===== src/rtl/mdu_pkg.sv =====
// Shared definitions for the RV32M multiply/divide sequencer: FSM states,
// funct3 operation codes and the M-extension decode constants.
package mdu_pkg;

    localparam int DATA_WIDTH_DEF = 32;

    localparam logic [6:0] OPCODE_OP   = 7'b0110011;
    localparam logic [6:0] FUNCT7_MEXT = 7'b0000001;

    typedef enum logic [2:0] {
        ST_IDLE,
        ST_PREP,
        ST_CALC,
        ST_FIX,
        ST_DONE
    } mdu_state_t;

    typedef enum logic [2:0] {
        F3_MUL    = 3'b000,
        F3_MULH   = 3'b001,
        F3_MULHSU = 3'b010,
        F3_MULHU  = 3'b011,
        F3_DIV    = 3'b100,
        F3_DIVU   = 3'b101,
        F3_REM    = 3'b110,
        F3_REMU   = 3'b111
    } mdu_op_t;

    // Decoder helper: instruction belongs to the M extension.
    function automatic logic is_mext(input logic [6:0] opcode, input logic [6:0] funct7);
        return (opcode == OPCODE_OP) && (funct7 == FUNCT7_MEXT);
    endfunction

    function automatic logic op_is_div(input mdu_op_t op);
        return op[2];
    endfunction

endpackage


===== src/rtl/mdu_iter_core.sv =====
// Iterative datapath: one unsigned shift-add multiply step or one restoring
// shift-subtract divide step per enabled cycle.
module mdu_iter_core #(
    parameter int W = 32
) (
    input  logic         clk,
    input  logic         reset,
    input  logic         load,
    input  logic         step,
    input  logic         is_div,
    input  logic [W-1:0] init_a,
    input  logic [W-1:0] init_b,
    output logic [W-1:0] hi,
    output logic [W-1:0] lo
);

    // hi: product high half / partial remainder; lo: multiplier bits / quotient.
    logic [W-1:0] hi_reg, hi_next;
    logic [W-1:0] lo_reg, lo_next;
    logic [W-1:0] op_reg, op_next;
    logic [W:0]   rem_shift;
    logic [W+1:0] trial;
    logic [W:0]   sum;

    assign rem_shift = {hi_reg, lo_reg[W-1]};
    assign trial     = {1'b0, rem_shift} - {2'b00, op_reg};
    assign sum       = {1'b0, hi_reg} + (lo_reg[0] ? {1'b0, op_reg} : '0);

    always_comb begin
        hi_next = hi_reg;
        lo_next = lo_reg;
        op_next = op_reg;
        if (load) begin
            hi_next = '0;
            op_next = is_div ? init_b : init_a;
            lo_next = is_div ? init_a : init_b;
        end else if (step) begin
            if (is_div) begin
                // Borrow set means the trial subtraction failed: restore.
                if (trial[W+1]) begin
                    hi_next = rem_shift[W-1:0];
                    lo_next = {lo_reg[W-2:0], 1'b0};
                end else begin
                    hi_next = trial[W-1:0];
                    lo_next = {lo_reg[W-2:0], 1'b1};
                end
            end else begin
                {hi_next, lo_next} = {sum, lo_reg[W-1:1]};
            end
        end
    end

    always_ff @(posedge clk or posedge reset) begin
        if (reset) begin
            hi_reg <= '0;
            lo_reg <= '0;
            op_reg <= '0;
        end else begin
            hi_reg <= hi_next;
            lo_reg <= lo_next;
            op_reg <= op_next;
        end
    end

    assign hi = hi_reg;
    assign lo = lo_reg;

endmodule


===== src/rtl/mdu_sequencer.sv =====
// RV32M multi-cycle sequencer: FSM, sign handling, special cases, result select.
// Optional macro MDU_EARLY_EXIT_EN lets PREP jump straight to DONE for trivial ops.
module mdu_sequencer
    import mdu_pkg::*;
#(
    parameter int DATA_WIDTH = DATA_WIDTH_DEF,
    parameter int CNT_WIDTH  = 5
) (
    input  logic                  clk,
    input  logic                  reset,
    input  logic                  start_i,
    input  logic [2:0]            funct3_i,
    input  logic [DATA_WIDTH-1:0] rs1_data_i,
    input  logic [DATA_WIDTH-1:0] rs2_data_i,
    output logic                  stall_o,
    output logic                  busy_o,
    output logic                  done_o,
    output logic [DATA_WIDTH-1:0] result_o
);

    localparam logic [DATA_WIDTH-1:0] MIN_NEG = {1'b1, {(DATA_WIDTH-1){1'b0}}};

    mdu_state_t              state_reg, state_next;
    mdu_op_t                 funct3_reg;
    logic [DATA_WIDTH-1:0]   op_a_reg, op_b_reg, result_reg, fix_result;
    logic [CNT_WIDTH-1:0]    cnt_reg;
    logic                    is_div, a_signed, b_signed, a_neg, b_neg;
    logic                    div_zero, div_ovf, core_load, core_step;
    logic [DATA_WIDTH-1:0]   abs_a, abs_b, core_hi, core_lo, quot_fix, rem_fix;
    logic [2*DATA_WIDTH-1:0] prod_fix;

    assign is_div   = op_is_div(funct3_reg);
    assign a_signed = funct3_reg inside {F3_MULH, F3_MULHSU, F3_DIV, F3_REM};
    assign b_signed = funct3_reg inside {F3_MULH, F3_DIV, F3_REM};
    assign a_neg    = a_signed & op_a_reg[DATA_WIDTH-1];
    assign b_neg    = b_signed & op_b_reg[DATA_WIDTH-1];
    assign abs_a    = a_neg ? -op_a_reg : op_a_reg;
    assign abs_b    = b_neg ? -op_b_reg : op_b_reg;
    assign div_zero = is_div && (op_b_reg == '0);
    assign div_ovf  = is_div && b_signed && (op_a_reg == MIN_NEG) && (op_b_reg == '1);

    // Core works on magnitudes; signs are restored here after the last step.
    assign prod_fix = (a_neg ^ b_neg) ? -{core_hi, core_lo} : {core_hi, core_lo};
    assign quot_fix = (a_neg ^ b_neg) ? -core_lo : core_lo;
    assign rem_fix  = a_neg ? -core_hi : core_hi;

    always_comb begin
        fix_result = '0;
        case (funct3_reg)
            F3_MUL:                       fix_result = prod_fix[DATA_WIDTH-1:0];
            F3_MULH, F3_MULHSU, F3_MULHU: fix_result = prod_fix[2*DATA_WIDTH-1:DATA_WIDTH];
            F3_DIV, F3_DIVU:              fix_result = div_zero ? '1 : (div_ovf ? MIN_NEG : quot_fix);
            F3_REM, F3_REMU:              fix_result = div_zero ? op_a_reg : (div_ovf ? '0 : rem_fix);
            default:                      fix_result = '0;
        endcase
    end

`ifdef MDU_EARLY_EXIT_EN
    logic                  early_hit;
    logic [DATA_WIDTH-1:0] early_result;

    // Special divide results do not depend on the core, so fix_result is already final.
    assign early_hit    = div_zero || div_ovf || (!is_div && ((op_a_reg == '0) || (op_b_reg == '0)));
    assign early_result = is_div ? fix_result : '0;
`endif

    always_comb begin
        state_next = state_reg;
        stall_o    = 1'b0;
        busy_o     = (state_reg != ST_IDLE);
        done_o     = 1'b0;
        core_load  = 1'b0;
        core_step  = 1'b0;
        case (state_reg)
            ST_IDLE: begin
                stall_o = start_i;
                if (start_i) state_next = ST_PREP;
            end
            ST_PREP: begin
                stall_o   = 1'b1;
                core_load = 1'b1;
`ifdef MDU_EARLY_EXIT_EN
                state_next = early_hit ? ST_DONE : ST_CALC;
`else
                state_next = ST_CALC;
`endif
            end
            ST_CALC: begin
                stall_o   = 1'b1;
                core_step = 1'b1;
                if (cnt_reg == CNT_WIDTH'(DATA_WIDTH - 1)) state_next = ST_FIX;
            end
            ST_FIX: begin
                stall_o    = 1'b1;
                state_next = ST_DONE;
            end
            ST_DONE: begin
                done_o     = 1'b1;
                state_next = ST_IDLE;
            end
            default: state_next = ST_IDLE;
        endcase
    end

    always_ff @(posedge clk or posedge reset) begin
        if (reset) begin
            state_reg  <= ST_IDLE;
            funct3_reg <= F3_MUL;
            op_a_reg   <= '0;
            op_b_reg   <= '0;
            cnt_reg    <= '0;
            result_reg <= '0;
        end else begin
            state_reg <= state_next;
            // Operands are captured on acceptance so later input changes are harmless.
            if (state_reg == ST_IDLE && start_i) begin
                funct3_reg <= mdu_op_t'(funct3_i);
                op_a_reg   <= rs1_data_i;
                op_b_reg   <= rs2_data_i;
            end
            if (state_reg == ST_PREP)      cnt_reg <= '0;
            else if (state_reg == ST_CALC) cnt_reg <= cnt_reg + 1'b1;
            if (state_reg == ST_FIX) result_reg <= fix_result;
`ifdef MDU_EARLY_EXIT_EN
            if (state_reg == ST_PREP && early_hit) result_reg <= early_result;
`endif
        end
    end

    assign result_o = result_reg;

    mdu_iter_core #(.W(DATA_WIDTH)) u_core (
        .clk    (clk),
        .reset  (reset),
        .load   (core_load),
        .step   (core_step),
        .is_div (is_div),
        .init_a (abs_a),
        .init_b (abs_b),
        .hi     (core_hi),
        .lo     (core_lo)
    );

endmodule


===== config.mk =====
export PLATFORM = sky130hd
export DESIGN_NAME = mdu_sequencer
export DESIGN_NICKNAME = d
export VERILOG_FILES = /design/src/rtl/mdu_pkg.sv /design/src/rtl/mdu_iter_core.sv /design/src/rtl/mdu_sequencer.sv
export SDC_FILE = /design/constraint.sdc
export NUM_CORES = 1
export LEC_CHECK = 0
export ABC_AREA = 1
export BUFFER_PORTS_ARGS = -buffer_cell sky130_fd_sc_hd__buf_2
export CAP_MARGIN = 20
export CORE_ASPECT_RATIO = 2
export CORE_UTILIZATION = 49
export DETAILED_ROUTE_END_ITERATION = 16
export HOLD_SLACK_MARGIN = 0.05
export PLACE_DENSITY_LB_ADDON = 0.08
export SYNTH_ARGS = -nofsm -noshare
export SYNTH_HDL_FRONTEND = slang
export SYNTH_SLANG_ARGS = --single-unit

===== constraint.sdc =====
create_clock -name clk -period 7.1 [get_ports clk]
set_input_delay 0.71 -clock clk [delete_from_list [all_inputs] [get_ports clk]]
set_output_delay 0.71 -clock clk [all_outputs]
set_load 0.02 [all_outputs]

==> impl_results.md, run 1 <==
* Status: stopped before the end
* Stop stage: 5_1_grt
* Tool error: [ERROR GRT-0116] Global routing finished with congestion. Check the congestion regions in the DRC Viewer.
* Postcts setup bufs at 0
* FF+latch count, synth at between 200 and 250
* Top FF cell, synth: dfrtp_1
* Synthesized cell area at 21300 sq um
* Root Driver: clkbuf_16
* EDFF count, synth at 0
* Global-route wire length before repair at 171 mm
* Die Y at 297 um
* Pin count of the biggest net entering global routing at 131
* Post-synthesis sequential area ratio at 0.239
* # rows at 107
* Vias in the first global route at 26842
* CTS Buf Count at 23
* Syn nets at 3890
* Hold buffers post-CTS at 0
* Ys async rst share at 1.00
* Starting Density at 0.498
* Synth warn at 0
* PostCTS Resize Cnt at 0
* Mapped Cells at 3747
* Ports at around 110
* Post-Syn Area per Cell at 5.68 sq um
* Total Routing Usage GR at 0.530
* Post-synth cell types at 54
* HPWL Detailed at roughly 83 mm
* IO buf count at between 100 and 150
* Grt total ovfl at 1
* Clock tree buffer depth at 3
* CTS H-tree depth at 1
* CTS sink count at approximately 200
* Die W at approximately 150 um
* Global placement routability congestion at ~1.2
==> cell families after synthesis <==
family / synth area share
mux: 0.00635
xor+xnor: 0.0235
buf+inv: 0.114
compound gates: 0.121
fa+ha+maj: 0.0437
simple gates: 0.453
flops: 0.239
==> per-stage QoR <==
step                      cells  instance area [sq um]  setup WS (ns)
after CTS                  4326                  22900           2.93
after global placement     4284                  22100           3.01
after detailed placement   4284                  22100           2.97
after floorplan            3747                  21300          0.851
==> synthesized netlist by cell type (all sizes together) (2+ instances only) <==
cell type,instances,area share
and2,2,0.00059
dfrtp,203,0.24
a21o,3,0.0011
nor4,2,0.00088
xnor2,4,0.0016
clkinv,3,0.00077
a21oi,197,0.047
o22ai,6,0.0018
nand4,58,0.017
o21ai,179,0.042
xor2,53,0.022
o21a,2,0.00071
nand3,461,0.11
mux2,12,0.0064
a31oi,28,0.0082
o211ai,27,0.0098
nand2,1239,0.22
nand3b,12,0.0042
clkbuf,79,0.014
ha,71,0.042
or2,8,0.0024
a22oi,9,0.0032
nor2,513,0.093
nor3,20,0.0049
a21boi,2,0.00071
fa,2,0.0019
a32o,2,0.00094
o21bai,11,0.0039
inv,480,0.085
buf,53,0.014
==> layer usage <==
metal / GRT overflow / track usage
met1: 0 / 0.539
met2: 1 / 0.803
met3: 0 / 0.203
met4: 0 / 0.548
met5: 0 / 0.00682
==> run 2, diff against run 1 <==
Settings changed: CORE_ASPECT_RATIO 2 to not set, CORE_UTILIZATION 49 to 34, HOLD_SLACK_MARGIN 0.05 to not set, PLACE_DENSITY_LB_ADDON 0.08 to 0.15.
==> run 2 against run 1 <==
Synthesized area did not move. Synthesized cell count did not move. The run now ends clean.
==> impl_results.md, run 2 <==
* Yosys top cell area share at 0.239 (unchanged)
* Max Slew Vio Count at 0
* CP max FO at 84
* Grt total ovfl at 0
* Fmax at 246 MHz
* DRC viols at 0
* CP Launch Point: funct3_reg[2]
* Post-Syn Area per Cell at 5.68 sq um (unchanged)
* Worst-margin pin slew at 1.14 ns
* DR WL/cell at between 20 and 25 um
* Die W at 252 um (+69%)
* Final wirelength at 102 mm
* Ys async rst share at 1.00 (unchanged)
* Root Driver: clkbuf_16
* Postcts setup bufs at 0 (unchanged)
* Drt pass-1 iters at 6
* Clock transition at path regs at 0.06 ns
* Global placement routability congestion at 1.07 (-12%)
* Max_cap viols at 0
* Clk_skew at 0.0287 ns
* Pin count of the biggest net entering global routing at 94
* CP arrival at 4.55 ns
* Synth warn at 0 (unchanged)
* CTS tree: built
* Clock tree buffer depth at 3 (unchanged)
* Peak supply drop at 224 uV
* PostCTS Resize Cnt at 0 (unchanged)
* CP Class: register to register
* CP Capture Type: register
* Multi-input logic area at 13800 sq um
* Pre-CTS setup slack at 3.16 ns (+0.191 ns)
* Vias per cell at 5.33
* # rows at 91 (-15%)
* # fillers at 7178
* Hold buffers post-CTS at 0 (unchanged)
* HPWL Detailed at 80.8 mm (-2.3%)
* Crit path required time at 7.59 ns
* Routed vias at 24677
* NumNets Final at 3916
* Top FF cell, synth: dfrtp_1
* Mapped Cells at 3747 (unchanged)
* Detailed router's first-iteration violation count at ~2700
* Commonest cells after routing, fill and taps aside: nand2_1 (1230), nor2_1 (501), inv_1 (469), nand3_1 (454), dfrtp_1 (202)
* Worst Slack Setup Final at roughly 3 ns
* Relative slew slack at 0.239
* Critical R2R Launch: funct3_reg[2]
* Clock latency at the later pin of the worst-skew pair at 0.60 ns
* Crit path time final at 4.06 ns
* Post-Route Setup TNS at 0 ns
* Count leader, synth: nand2_1
* Die Y at 252 um (-15%)
* Initial antenna violation count at 2
* Final setup vio count at 0
* Power Density at 569 nW/um^2
* Fin crit share at 0.572
* Antenna Nets Post-Route at 0
* Final Hold Viols at 0
* Cell taking the most area after synthesis: dfrtp_1
* Post-synthesis sequential area ratio at 0.239 (unchanged)
* Syn nets at 3890 (unchanged)
* Most frequent cells after synthesis: nand2_1 (1230), nor2_1 (502), inv_1 (470), nand3_1 (456), dfrtp_1 (203)
* Status: finished clean
* Total Routing Usage GR at 0.316
* Unrepaired setup endpoints after global routing: false
* FF+latch count, synth at 203 (unchanged)
* Vias in the first global route at 22615
* Leakage dissipation at roughly 0.012 uW
* Ports at 105 (unchanged)
* Synthesized cell area at 21300 sq um (unchanged)
* EDFF count, synth at 0 (unchanged)
* Synth top area cells: dfrtp_1 (24%), nand2_1 (22%), nand3_1 (11%), nor2_1 (8.9%), inv_1 (8.3%)
* Starting Density at 0.345 (-0.153)
* CTS H-tree depth at 1 (unchanged)
* Die ar. at 63600 sq um
* CTS sink count at 203 (unchanged)
* Layout cells sized above 1 at 0.0625
* CP startpoint kind: register
* CTS Buf Count at 28 (+22%)
* Core Box Area at between 60000 and 70000 sq um
* Area growth syn-to-layout at 10.1%
* IO buf count at 104 (unchanged)
* Register area at 5080 sq um
* Global-route wire length before repair at 149 mm
* Post-synth cell types at 54 (unchanged)
* Worst Hold Class: primary input to asynchronous set/reset pin
* Most common cell after layout, fill and taps aside: nand2_1
-- run 2: final cells by class --
class                   instances  area share
clock inverters                11     0.00502
clock buffers                  40      0.0345
well taps                     837      0.0447
inverters                     483      0.0782
multi-input cells            2929       0.590
repair buffers                128      0.0308
flip-flops and latches        203       0.217
diodes                          1    0.000107
-- run 2: power breakdown --
part | internal (uW) | leakage [uW] | switching, uW | total, uW
logic | 2630 | 0.00941 | 6580 | 9200
clock network | 858 | 0.000451 | 598 | 1460
registers | 1700 | 0.00240 | 973 | 2670
-- run 2: logic make-up after synthesis --
| family | synth area share |
|---|---|
| AND/OR/NAND/NOR | 0.453 |
| buffers and inverters | 0.114 |
| AO/OA/AOI/OAI | 0.121 |
| flip-flops | 0.239 |
| adder cells (fa/ha/maj) | 0.0437 |
| XOR/XNOR | 0.0235 |
| multiplexers | 0.00635 |
-- run 2: worst max-delay path, cell delays in order, from the launching register on --
cell,delay (ns)
dfrtp_4,0.65
inv_6,0.56
nand3_2,0.15
nand2_2,0.15
nand2_4,0.15
clkinv_4,0.27
nand2_2,0.13
nand2_4,0.46
buf_4,0.58
nand2_1,0.28
o21ai_1,0.21
nor2_1,0.08
nor2_1,0.08
nand2_1,0.06
nand2_1,0.05
nand2_1,0.05
-- run 2: path summary, 6_finish.rpt --
| path | to | slack [ns] | depth (start not counted) |
|---|---|---|---|
| max in group asynchronous | funct3_reg[2] | 5.50 | 3 |
| worst min-delay path | u_core.op_reg[29] | 0.25 | 2 |
| worst max register to register | result_o[9] | 3.04 | 15 |
| min in group clk | op_a_reg[11] | 0.35 | 2 |
| worst max-delay path | result_o[9] | 3.04 | 15 |
| worst min register to register | state_reg[0] | 0.46 | 1 |
-- run 2: metal layers --
| layer | vias to the layer above | share of wire | global-route usage | wire length (um) |
|---|---|---|---|---|
| met4 | 0 | 0.050 | 0.140 | 5090 |
| met1 | 11415 | 0.45 | 0.448 | 45800 |
| met5 | - | 0 | 0 | 0 |
| met2 | 1030 | 0.42 | 0.472 | 42400 |
| met3 | 164 | 0.082 | 0.0473 | 8360 |
| li1 | 12068 | - | - | - |
-- run 2: through the flow --
stage / total power [uW] / area [sq um] / util / hold WS (ns) / instances
2_1_floorplan: 8480 / 21300 / - / 0.432 / 3747
4_1_cts: 13100 / 23400 / 0.379 / 0.274 / 4630
6_report: 13300 / 23400 / 0.379 / 0.247 / 4632
3_5_place_dp: 11600 / 22500 / 0.364 / 0.451 / 4579
5_1_grt: 14400 / 23400 / 0.379 / 0.297 / 4631
3_3_place_gp: 11600 / 22500 / 0.364 / 0.450 / 4579
(Power assumes the default switching activity.)
